--- src/rtl/irq_arbiter_if.sv ---
// Bus bundle between the memory-mapped I/O decode / CP0 side and irq_arbiter.
// The master drives sources, register strobes and the CP0 handshake; the slave is the arbiter.
interface irq_arbiter_if #(
    parameter int N_SRC = 8
);
    logic [N_SRC-1:0] irq_src;
    logic             cfg_wen;
    logic [1:0]       cfg_addr;
    logic [31:0]      cfg_wdata;
    logic [31:0]      cfg_rdata;
    logic             ir_ack;
    logic             eret;
    logic             ir_in;
    logic [4:0]       irq_id;
    logic             busy;

    modport master (
        output irq_src, cfg_wen, cfg_addr, cfg_wdata, ir_ack, eret,
        input  cfg_rdata, ir_in, irq_id, busy
    );

    modport slave (
        input  irq_src, cfg_wen, cfg_addr, cfg_wdata, ir_ack, eret,
        output cfg_rdata, ir_in, irq_id, busy
    );
endinterface

--- src/rtl/irq_arbiter.sv ---
// Prioritised external-interrupt arbiter feeding the CP0 ir_in line: edge capture,
// mask/pending/cause/ctrl registers, and an IDLE/REQ/SERVICE request tracker.
module irq_arbiter #(
    parameter int N_SRC = 8
) (
    input  logic          clk,
    input  logic          rst,
    irq_arbiter_if.slave  bus
);

    localparam logic [1:0] ADDR_MASK    = 2'd0;
    localparam logic [1:0] ADDR_PENDING = 2'd1;
    localparam logic [1:0] ADDR_CAUSE   = 2'd2;
    localparam logic [1:0] ADDR_CTRL    = 2'd3;

    typedef enum logic [1:0] {
        ST_IDLE    = 2'd0,
        ST_REQ     = 2'd1,
        ST_SERVICE = 2'd2
    } state_t;

    state_t           state;
    state_t           state_nx;

    logic [N_SRC-1:0] s1;
    logic [N_SRC-1:0] s2;
    logic [N_SRC-1:0] s3;
    logic [N_SRC-1:0] rise;

    logic [N_SRC-1:0] mask;
    logic [N_SRC-1:0] pending;
    logic [N_SRC-1:0] pending_nx;
    logic [N_SRC-1:0] eligible;
    logic [N_SRC-1:0] id_onehot;
    logic [N_SRC-1:0] w1c;
    logic [N_SRC-1:0] ack_clr;

    logic             ge;
    logic             cause_vld;
    logic [4:0]       cause_id;
    logic [4:0]       sel;
    logic [4:0]       irq_id_r;
    logic             ir_in_r;
    logic             busy_r;

    logic             any_elig;
    logic             id_elig;
    logic             take_ack;
    logic             latch_req;
    logic             eret_done;

    logic             unused_wdata;

    // Lowest set index wins: source 0 has the highest priority.
    function automatic logic [4:0] lowest_set(input logic [N_SRC-1:0] v);
        logic [4:0] idx;
        idx = '0;
        for (int i = N_SRC - 1; i >= 0; i--) begin
            if (v[i]) idx = 5'(i);
        end
        return idx;
    endfunction

    assign unused_wdata = ^bus.cfg_wdata;

    // ---- stage: synchronise and detect rising edges ----
    always_ff @(posedge clk or posedge rst) begin
        if (rst) begin
            s1 <= '0;
            s2 <= '0;
            s3 <= '0;
        end else begin
            s1 <= bus.irq_src;
            s2 <= s1;
            s3 <= s2;
        end
    end

    assign rise     = s2 & ~s3;
    assign eligible = pending & mask;
    assign any_elig = |eligible;
    assign sel      = lowest_set(eligible);

    always_comb begin
        id_onehot = '0;
        for (int i = 0; i < N_SRC; i++) begin
            id_onehot[i] = (irq_id_r == 5'(i));
        end
    end

    assign id_elig = |(eligible & id_onehot);

    // ---- stage: request tracker ----
    always_ff @(posedge clk or posedge rst) begin
        if (rst) state <= ST_IDLE;
        else     state <= state_nx;
    end

    always_comb begin
        state_nx  = state;
        take_ack  = 1'b0;
        latch_req = 1'b0;
        eret_done = 1'b0;
        case (state)
            ST_IDLE: begin
                if (ge && any_elig) begin
                    state_nx  = ST_REQ;
                    latch_req = 1'b1;
                end
            end
            ST_REQ: begin
                // Acknowledge beats a simultaneous withdrawal; no pre-emption once latched.
                if (bus.ir_ack) begin
                    state_nx = ST_SERVICE;
                    take_ack = 1'b1;
                end else if (!ge || !id_elig) begin
                    state_nx = ST_IDLE;
                end
            end
            ST_SERVICE: begin
                if (bus.eret) begin
                    state_nx  = ST_IDLE;
                    eret_done = 1'b1;
                end
            end
            default: state_nx = ST_IDLE;
        endcase
    end

    // ---- stage: software-visible registers ----
    assign w1c     = (bus.cfg_wen && bus.cfg_addr == ADDR_PENDING) ? bus.cfg_wdata[N_SRC-1:0] : '0;
    assign ack_clr = take_ack ? id_onehot : '0;

    // A new edge in the same cycle as a clear leaves the bit set.
    assign pending_nx = (pending & ~w1c & ~ack_clr) | rise;

    always_ff @(posedge clk or posedge rst) begin
        if (rst) begin
            mask      <= '0;
            pending   <= '0;
            ge        <= 1'b0;
            cause_vld <= 1'b0;
            cause_id  <= '0;
        end else begin
            pending <= pending_nx;
            if (bus.cfg_wen && bus.cfg_addr == ADDR_MASK) mask <= bus.cfg_wdata[N_SRC-1:0];
            if (bus.cfg_wen && bus.cfg_addr == ADDR_CTRL) ge <= bus.cfg_wdata[0];
            if (take_ack) begin
                cause_vld <= 1'b1;
                cause_id  <= irq_id_r;
            end else if (eret_done) begin
                cause_vld <= 1'b0;
            end
        end
    end

    // ---- stage: registered outputs ----
    always_ff @(posedge clk or posedge rst) begin
        if (rst) begin
            ir_in_r  <= 1'b0;
            busy_r   <= 1'b0;
            irq_id_r <= '0;
        end else begin
            ir_in_r <= (state_nx == ST_REQ);
            busy_r  <= (state_nx != ST_IDLE);
            if (latch_req) irq_id_r <= sel;
        end
    end

    assign bus.ir_in  = ir_in_r;
    assign bus.busy   = busy_r;
    assign bus.irq_id = irq_id_r;

    always_comb begin
        bus.cfg_rdata = '0;
        case (bus.cfg_addr)
            ADDR_MASK:    bus.cfg_rdata = 32'(mask);
            ADDR_PENDING: bus.cfg_rdata = 32'(pending);
            ADDR_CAUSE:   bus.cfg_rdata = {cause_vld, 26'b0, cause_id};
            ADDR_CTRL:    bus.cfg_rdata = {31'b0, ge};
            default:      bus.cfg_rdata = '0;
        endcase
    end

endmodule

--- src/flat_wrapper.sv ---
// flat-port wrapper written by rule: the top's interface ports become plain ports
module irq_arbiter_flat 
#(
    parameter int N_SRC = 8
)
  (clk, rst, bus_irq_src, bus_cfg_wen, bus_cfg_addr, bus_cfg_wdata, bus_ir_ack, bus_eret, bus_cfg_rdata, bus_ir_in, bus_irq_id, bus_busy);
  irq_arbiter_if #(.N_SRC(N_SRC)) bus_i ();
  input  logic clk;
  input  logic rst;
  input wire logic [$bits(bus_i.irq_src)-1:0] bus_irq_src;
  input wire logic [$bits(bus_i.cfg_wen)-1:0] bus_cfg_wen;
  input wire logic [$bits(bus_i.cfg_addr)-1:0] bus_cfg_addr;
  input wire logic [$bits(bus_i.cfg_wdata)-1:0] bus_cfg_wdata;
  input wire logic [$bits(bus_i.ir_ack)-1:0] bus_ir_ack;
  input wire logic [$bits(bus_i.eret)-1:0] bus_eret;
  output wire logic [$bits(bus_i.cfg_rdata)-1:0] bus_cfg_rdata;
  output wire logic [$bits(bus_i.ir_in)-1:0] bus_ir_in;
  output wire logic [$bits(bus_i.irq_id)-1:0] bus_irq_id;
  output wire logic [$bits(bus_i.busy)-1:0] bus_busy;
  assign bus_i.irq_src = bus_irq_src;
  assign bus_i.cfg_wen = bus_cfg_wen;
  assign bus_i.cfg_addr = bus_cfg_addr;
  assign bus_i.cfg_wdata = bus_cfg_wdata;
  assign bus_i.ir_ack = bus_ir_ack;
  assign bus_i.eret = bus_eret;
  assign bus_cfg_rdata = bus_i.cfg_rdata;
  assign bus_ir_in = bus_i.ir_in;
  assign bus_irq_id = bus_i.irq_id;
  assign bus_busy = bus_i.busy;
  irq_arbiter #(.N_SRC(N_SRC)) u_core (.clk(clk), .rst(rst), .bus(bus_i));
endmodule
--- config.mk ---
export PLATFORM = sky130hd
export DESIGN_NAME = irq_arbiter_flat
export DESIGN_NICKNAME = d
export VERILOG_FILES = /design/src/rtl/irq_arbiter_if.sv /design/src/rtl/irq_arbiter.sv /design/src/flat_wrapper.sv
export SDC_FILE = /design/constraint.sdc
export NUM_CORES = 1
export LEC_CHECK = 0
export ABC_AREA = 1
export CAP_MARGIN = 25
export CORE_ASPECT_RATIO = 0.6
export CORE_MARGIN = 1.5
export CORE_UTILIZATION = 43
export CTS_CLUSTER_DIAMETER = 60
export DETAILED_ROUTE_END_ITERATION = 8
export PLACE_DENSITY = 0.84
export SLEW_MARGIN = 40
export SYNTH_ARGS = -nofsm -noshare
export SYNTH_HDL_FRONTEND = slang
export SYNTH_SLANG_ARGS = --single-unit
--- constraint.sdc ---
create_clock -name clk -period 4.5 [get_ports clk]
set_clock_uncertainty 0.05 [all_clocks]
set_input_delay 0.9 -clock clk [delete_from_list [all_inputs] [get_ports clk]]
set_output_delay 0.9 -clock clk [all_outputs]
set_load 0.01 [all_outputs]
### After elaboration in Yosys (flattened, before gate mapping)

Cells that the tools add are included.

* word-level logic and storage cells: 72
* memories: 0
* ROM bits: 0
* output and inout bits: 39
* RAM bits: 0
* latch bits: 0
* register bits: 56

* div/mod/pow operators: 0
* bitwise gates (word level): 9
* muxes and demuxes: 24
* multiply operators: 0
* equality and inequality tests: 13
* reductions and logical operators: 14
* $lt $le $gt $ge: 0
* shift-type cells: 0
* add/subtract/negate cells: 0

Operator list (count)
* 32-bit one-hot mux with 4 select lines: 1
* 8-bit AND: 5
* 3-bit 2-to-1 mux: 8
* 8-bit NOT: 3
* 5-bit by 3-bit equality test with 1-bit output, second input constant: 4
* 8-bit 2-to-1 mux: 2
* 8-bit OR reduction: 2
* 5-bit by 2-bit equality test with 1-bit output, second input constant: 2
* 1-bit 2-to-1 mux: 8
* 2-bit 2-to-1 mux: 4
* 8-bit OR: 1
* 2-bit by 1-bit equality test with 1-bit output, second input constant: 3
* 2-bit equality test, second input constant: 3
* 2-bit one-hot mux with 3 select lines: 1
* 5-bit by 1-bit equality test with 1-bit output, second input constant: 1
* 5-bit zero test: 1
* 1-bit logical AND: 4
* 2-bit zero test: 2
* 2-bit nonzero test: 2
* 1-bit zero test: 2
* 1-bit logical OR: 1

### Longest topological paths before layout

Gate-level depths: netlist (run 1).

* depth after elaboration: 9
* gate-level depth with buffers: 10
* mapped depth without buffers: 10

### Worst setup path after synthesis (run 1)

No wires, ideal clock.

* path type: input to output
* start: input port bus_cfg_addr[1]
* end: output port bus_cfg_rdata[3]
* data required time: 3.550 ns
* slack: 2.162 ns
* stages: 3
* data arrival time: 1.388 ns
* path buffers: 1
* path through: buf_6 -> nor2_4 -> a22o_1

* longest elaborated chain between the ends: 2
* elaborated cells on any way between the ends: 5
* those cells by class: 3 x eq/ne; 1 x mux; 1 x reduce/logical

Ends and longest elaborated chain
* start, declared: line flat_wrapper.sv:12 `input wire logic [$bits(bus_i.cfg_addr)-1:0] bus_cfg_addr;`
* 2-bit equality test (tied with other cells): line irq_arbiter.sv:176 `case (bus.cfg_addr)`
* 32-bit one-hot mux with 4 select lines *: line irq_arbiter.sv:176
* end, declared: line flat_wrapper.sv:16 `output wire logic [$bits(bus_i.cfg_rdata)-1:0] bus_cfg_rdata;`

Mark *: on every way between the ends. The rest lies on a longest branch, timed or not. The select of a mux whose other input is x is not followed.

### Worst setup path in the final report (run 1)

* start: input port bus_cfg_addr[1]
* end: output port bus_cfg_rdata[2]

Same word-level chain as after synthesis.

==> out/metrics.yaml, run 1 <==
run_status:
  status: "completed"
timing:
  setup_tns_ns: 0
  rsz0062_at_grt: "false"
  slew_headroom: 0.587
  worstMarginPinSlew_ns: 0.617
  fin_crit_ns: 3.69
  fmax_mhz: 271
  hold_ws_ns: 0.300
  maxSlewViolCount: 0
  timing_hold_violations_final: 0
  setup_viol: 0
  finalCritPeriodShare: 0.820
  postLayoutSetupSlackWorst_ns: 0.811
synthesis:
  yosys.area.top_type_share: 0.543
  syn_inst: 257
  yosys-top-cells-area: "dfrtp_1 (54%), nand2_1 (9.1%), buf_4 (8.8%)"
  ys_types: 28
  yosys.area.top_type: "dfrtp_1"
  avgSynthCellArea_um2: 9.32
  synth.ff_latch_count: 52
  ys_warn_count: 0
  mappedNetlistArea_um2: 2390
  yosysSeqAreaShare: 0.543
cts:
  clkLatencyLatePin_ns: 0.30
  cts-resized-gates: 0
  cts_hold_buffers: 0
  cts_root_buf: "clkbuf_8"
  post_cts_buffers: 0
  cts_tree: "yes"
  path_clk_slew_ns: 0.08
  cts_max_path_buffers: 2
  htreeDepth: 2
  cts_sinks: 52
  numCtsBuffers: 5
power:
  ir_worst_vdd_v: 0.000165
  cellPowerDensity_nw_per_um2: 440
  leakage_uw: 0.00139
  p_total_uw: 1210
drt:
  post-route-drc-count: 0
  vias_per_cell: 4.82
  drt_iter0_drc: 82
  wl_mm: 4.77
  num_vias: 1720
  firstDrtPassIters: 4
  drt-wirelength-per-cell_um: 13.4
  ant_nets: 0
critical_path:
  reg2reg_from: "u_core.state[1]$_DFF_PP0_"
  worst_setup_path_start_kind: "input pin"
  crit_arrival_ns: 2.74
  critPathKind: "input pin to output port"
  critPathCaptureType: "output port"
  worstPathMaxFanout: 9
  r2r_setup_slack_ns: 2.86
  r2r_end: "u_core.pending[0]$_DFF_PP0_"
  startpoint: "bus_cfg_addr[1]"
  required_ns: 3.55
  crit_end: "bus_cfg_rdata[2]"
  r2r_cells: 3
global_routing:
  grt_max_degree: 53
  grt_pass1_vias: 1694
  antenna_found_initial: 0
  grt_first_pass_wirelength_mm: 7.98
  overflow: 0
  grt_usage: 0.176
floorplanning:
  initial_core_util: 0.460
  core_area_um2: 5200
  rows: 20
  fp.dieH_um: 60.8
  dieArea_um2: 6040
  die_w_um: 99.3
  num_io_pins: 86
cells_and_area:
  layout_commonest_cell: "nand2_1"
  finalNetCount: 340
  final_cell_mix: "nand2_1 (58), dfrtp_1 (52), clkdlybuf4s50_1 (36), inv_1 (32), conb_1 (25)"
  stdcell_count: 357
  fillers: 493
  layout-drive-gt1-share: 0.0756
  syn_to_final_growth_pct: 15.3
  antenna-diode-count: 0
place:
  dp_cells: 352
  pre_cts_ws_ns: 0.847
  gp_congestion: 0.884
  portBuffers: 36
  dp_hpwl_mm: 3.59
worst_hold_path:
  min_path_type: "flip-flop to flip-flop"
run:
  timing.max_cap.violations: 0
## registers in the layout, summed over array words and instances, names as in the netlist
register / cells
u_core.s1: 8
u_core.bus.ir_in: 1
u_core.state: 2
u_core.bus.irq_id: 3
u_core.s2: 8
u_core.cause_vld: 1
u_core.s3: 8
u_core.pending: 8
u_core.cause_id: 3
u_core.bus.busy: 1
u_core.ge: 1
u_core.mask: 8
## where the power goes
part | total (uW) | leakage (uW) | internal (uW) | switching (uW)
Clock | 234 | 0.0000359 | 100 | 133
Combinational | 355 | 0.000745 | 153 | 203
Sequential | 626 | 0.000610 | 546 | 79.6
## synth_stat cells (all sizes together)
master	count
a21oi	1
buf	31
nand4	1
conb	1
nand2	60
o21ai	23
nor2	14
and3	1
nand3	13
nor4	7
a22o	5
o211ai	2
a31o	1
nor3	1
nand3b	3
dfrtp	52
inv	35
o22ai	6
## cells by family after synthesis
logic type / count (synthesis) / synth area share
flip-flops: 52 / 0.543
buffers and inverters: 66 / 0.154
AO/OA/AOI/OAI: 38 / 0.109
AND/OR/NAND/NOR: 100 / 0.192
other: 1 / 0.00157
## worst max-delay path, stage by stage
cell	delay, ns
clkdlybuf4s50_1	0.69
nor2_4	0.38
nand2_1	0.10
nand3_1	0.12
clkdlybuf4s50_1	0.55
## metal layers
metal | vias up | part of all wire | track usage
met1 | 804 | 0.47 | 0.245
met4 | 0 | 0.014 | 0.0604
met5 | - | 0 | 0
met2 | 63 | 0.43 | 0.270
met3 | 10 | 0.092 | 0.0507
li1 | 843 | - | -
## worst min-delay path by stage
stage / start / endpoint / slack (ns) / depth (start not counted)
floorplan: u_core.s1[0]$_DFF_PP0_ / u_core.s2[0]$_DFF_PP0_ / 0.28 / 0
global placement: u_core.s1[5]$_DFF_PP0_ / u_core.s2[5]$_DFF_PP0_ / 0.28 / 0
detailed placement: u_core.s1[7]$_DFF_PP0_ / u_core.s2[7]$_DFF_PP0_ / 0.28 / 0
CTS: u_core.s1[7]$_DFF_PP0_ / u_core.s2[7]$_DFF_PP0_ / 0.30 / 0
global route: u_core.s1[1]$_DFF_PP0_ / u_core.s2[1]$_DFF_PP0_ / 0.31 / 0
finish: u_core.s1[4]$_DFF_PP0_ / u_core.s2[4]$_DFF_PP0_ / 0.30 / 0
## layout make-up
cell class                      instances  area (um^2)  share of cell area
Timing Repair Buffer                   36          360               0.130
Clock buffer                            5         68.8              0.0249
Sequential cell                        52         1300               0.471
Tap cell                               66         82.6              0.0299
Inverter                               35          134              0.0485
Multi-Input combinational cell        163          815               0.295
## per-stage QoR
| stage | instance area (um^2) | util |
|---|---|---|
| global route | 2760 | 0.531 |
| CTS | 2760 | 0.531 |
| detailed placement | 2690 | 0.517 |
| floorplan | 2480 | - |
| finish | 2760 | 0.531 |
| global placement | 2690 | 0.517 |
Power figures use the tool's default switching activity.
==> run 2, diff against run 1 <==
--- a/config.mk
+++ b/config.mk
@@ -9,10 +9,10 @@
 export CAP_MARGIN = 25
 export CORE_ASPECT_RATIO = 0.6
 export CORE_MARGIN = 1.5
-export CORE_UTILIZATION = 43
+export CORE_UTILIZATION = 40
 export CTS_CLUSTER_DIAMETER = 60
 export DETAILED_ROUTE_END_ITERATION = 8
-export PLACE_DENSITY = 0.84
+export PLACE_DENSITY = 0.83
 export SLEW_MARGIN = 40
 export SYNTH_ARGS = -nofsm -noshare
 export SYNTH_HDL_FRONTEND = slang
==> constraint.sdc (replaced) <==
create_clock -name clk -period 3.2 [get_ports clk]
set_clock_uncertainty 0.05 [all_clocks]
set_input_delay 0.64 -clock clk [delete_from_list [all_inputs] [get_ports clk]]
set_output_delay 0.64 -clock clk [all_outputs]
set_load 0.01 [all_outputs]
==> out/metrics.yaml, run 2 (synthesized netlist as in run 1, its figures left out) <==
drt:
  firstDrtPassIters: 4
  post-route-drc-count: 0
  drt-wirelength-per-cell_um: 12.3
  drt_iter0_drc: 112
  num_vias: 1720
  ant_nets: 0
  vias_per_cell: 4.56
  wl_mm: 4.65
timing:
  setup_tns_ns: 0
  slew_headroom: 0.619
  setup_viol: 0
  fin_crit_ns: 3.03
  fmax_mhz: 330
  finalCritPeriodShare: 0.948
  worstMarginPinSlew_ns: 0.570
  maxSlewViolCount: 0
  rsz0062_at_grt: "false"
  timing_hold_violations_final: 0
cells_and_area:
  layout_commonest_cell: "nand2_1"
  finalNetCount: 343
  syn_to_final_growth_pct: 18.5
  layout-drive-gt1-share: 0.0909
  antenna-diode-count: 0
  final_cell_mix: "nand2_1 (58), dfrtp_1 (52), clkdlybuf4s50_1 (36), inv_1 (32), conb_1 (25)"
  stdcell_count: 377
worst_hold_path:
  hold-path-endpoint: "u_core.s2[1]$_DFF_PP0_"
  min_path_type: "flip-flop to flip-flop"
  min_from: "u_core.s1[1]$_DFF_PP0_"
  hold_depth: 0
floorplanning:
  dieArea_um2: 6480
  rows: 21
  core_area_um2: 5680
  die_w_um: 103
  initial_core_util: 0.422
  fp.dieH_um: 62.9
  num_io_pins: 86
critical_path:
  required_ns: 2.51
  r2r_setup_slack_ns: 1.55
  max_stage_delay_ns: 0.71
  r2r_end: "u_core.pending[5]$_DFF_PP0_"
  crit_arrival_ns: 2.34
  reg2reg_from: "u_core.state[1]$_DFF_PP0_"
  critPathCaptureType: "output port"
  cp_slowest_cell: "clkdlybuf4s50_1"
  worstPathMaxFanout: 6
  cp_top_family: "buffers and inverters"
  crit_chain: "clkdlybuf4s50_1, buf_4, nand3_1, nand3_1, clkdlybuf4s50_1"
  worst_setup_path_start_kind: "input pin"
  r2r_cells: 3
  critPathBufInv: 3
  critPathKind: "input pin to output port"
place:
  dp_cells: 369
  portBuffers: 36
  gp_congestion: 1.06
  dp_hpwl_mm: 3.56
power:
  ir_worst_vdd_v: 0.000234
  leakage_uw: 0.00142
  cellPowerDensity_nw_per_um2: 638
global_routing:
  grt_pass1_vias: 1583
  antenna_found_initial: 0
  overflow: 0
  grt_usage: 0.150
  grt_first_pass_wirelength_mm: 7.44
  grt_max_degree: 19
cts:
  cts-resized-gates: 0
  post_cts_buffers: 0
  path_clk_slew_ns: 0.08
  htreeDepth: 2
  numCtsBuffers: 5
  cts_max_path_buffers: 2
  cts_root_buf: "clkbuf_8"
  cts_sinks: 52
  cts_tree: "yes"
  cts_hold_buffers: 0
  clkLatencyLatePin_ns: 0.30
run_status:
  status: "completed"
run:
  timing.max_cap.violations: 0
run 2: changes by cell type in the layout (fill, tap and decap cells not counted), sizes merged:
cell    previous run  this run
clkbuf             5         6
buf                0         3
bufinv             0         1
clkinv             0         1
run 2: through the flow:
stage / utilization / setup WS, ns / hold slack, ns / instance area, um^2 / power (uW)
6_report: 0.500 / 0.167 / 0.305 / 2840 / 1810
5_1_grt: 0.500 / 0.0956 / 0.312 / 2840 / 1930
4_1_cts: 0.500 / 0.175 / 0.307 / 2840 / 1820
3_5_place_dp: 0.481 / 0.194 / 0.287 / 2730 / 1390
3_3_place_gp: 0.481 / 0.181 / 0.282 / 2730 / 1370
2_1_floorplan: - / 1.25 / 0.281 / 2480 / 1220
run 2: how the worst max path moves through the flow:
stage | end | cells past startpoint | slack (ns) | from
floorplan | u_core.bus.busy$_DFF_PP0_ | 1 | 1.25 | rst
global placement | bus_cfg_rdata[5] | 4 | 0.18 | bus_cfg_addr[1]
detailed placement | bus_cfg_rdata[2] | 5 | 0.19 | bus_cfg_addr[1]
CTS | bus_cfg_rdata[2] | 5 | 0.17 | bus_cfg_addr[1]
global route | bus_cfg_rdata[2] | 5 | 0.1 | bus_cfg_addr[1]
finish | bus_cfg_rdata[2] | 5 | 0.17 | bus_cfg_addr[1]
run 2: final cells by class:
class / count / area (um^2)
timing repair buffer: 39 / 383
clock buffer: 6 / 72.6
sequential: 52 / 1300
fill: 553 / 2840
clock inverter: 2 / 35.0
multi-input combinational: 163 / 815
inverter: 35 / 131
tap: 80 / 100
run 2: per-layer routing:
metal / vias to the layer above / share of wire / track usage
li1: 850 / - / -
met1: 802 / 0.49 / 0.228
met2: 63 / 0.43 / 0.211
met3: 5 / 0.077 / 0.0425
met4: 0 / 0.0062 / 0.0321
met5: - / 0 / 0
run 2: worst reg2reg max path, delay by kind of cell (launching register included):
family          cells  cell delay (ns)
compound gates      1             0.11
flops               1             0.42
simple gates        2             0.94
run 2: where the power goes:
| group | internal, uW | switching, uW |
|---|---|---|
| clock | 232 | 201 |
| sequential | 768 | 105 |
| combinational | 217 | 286 |
| total | 1220 | 593 |
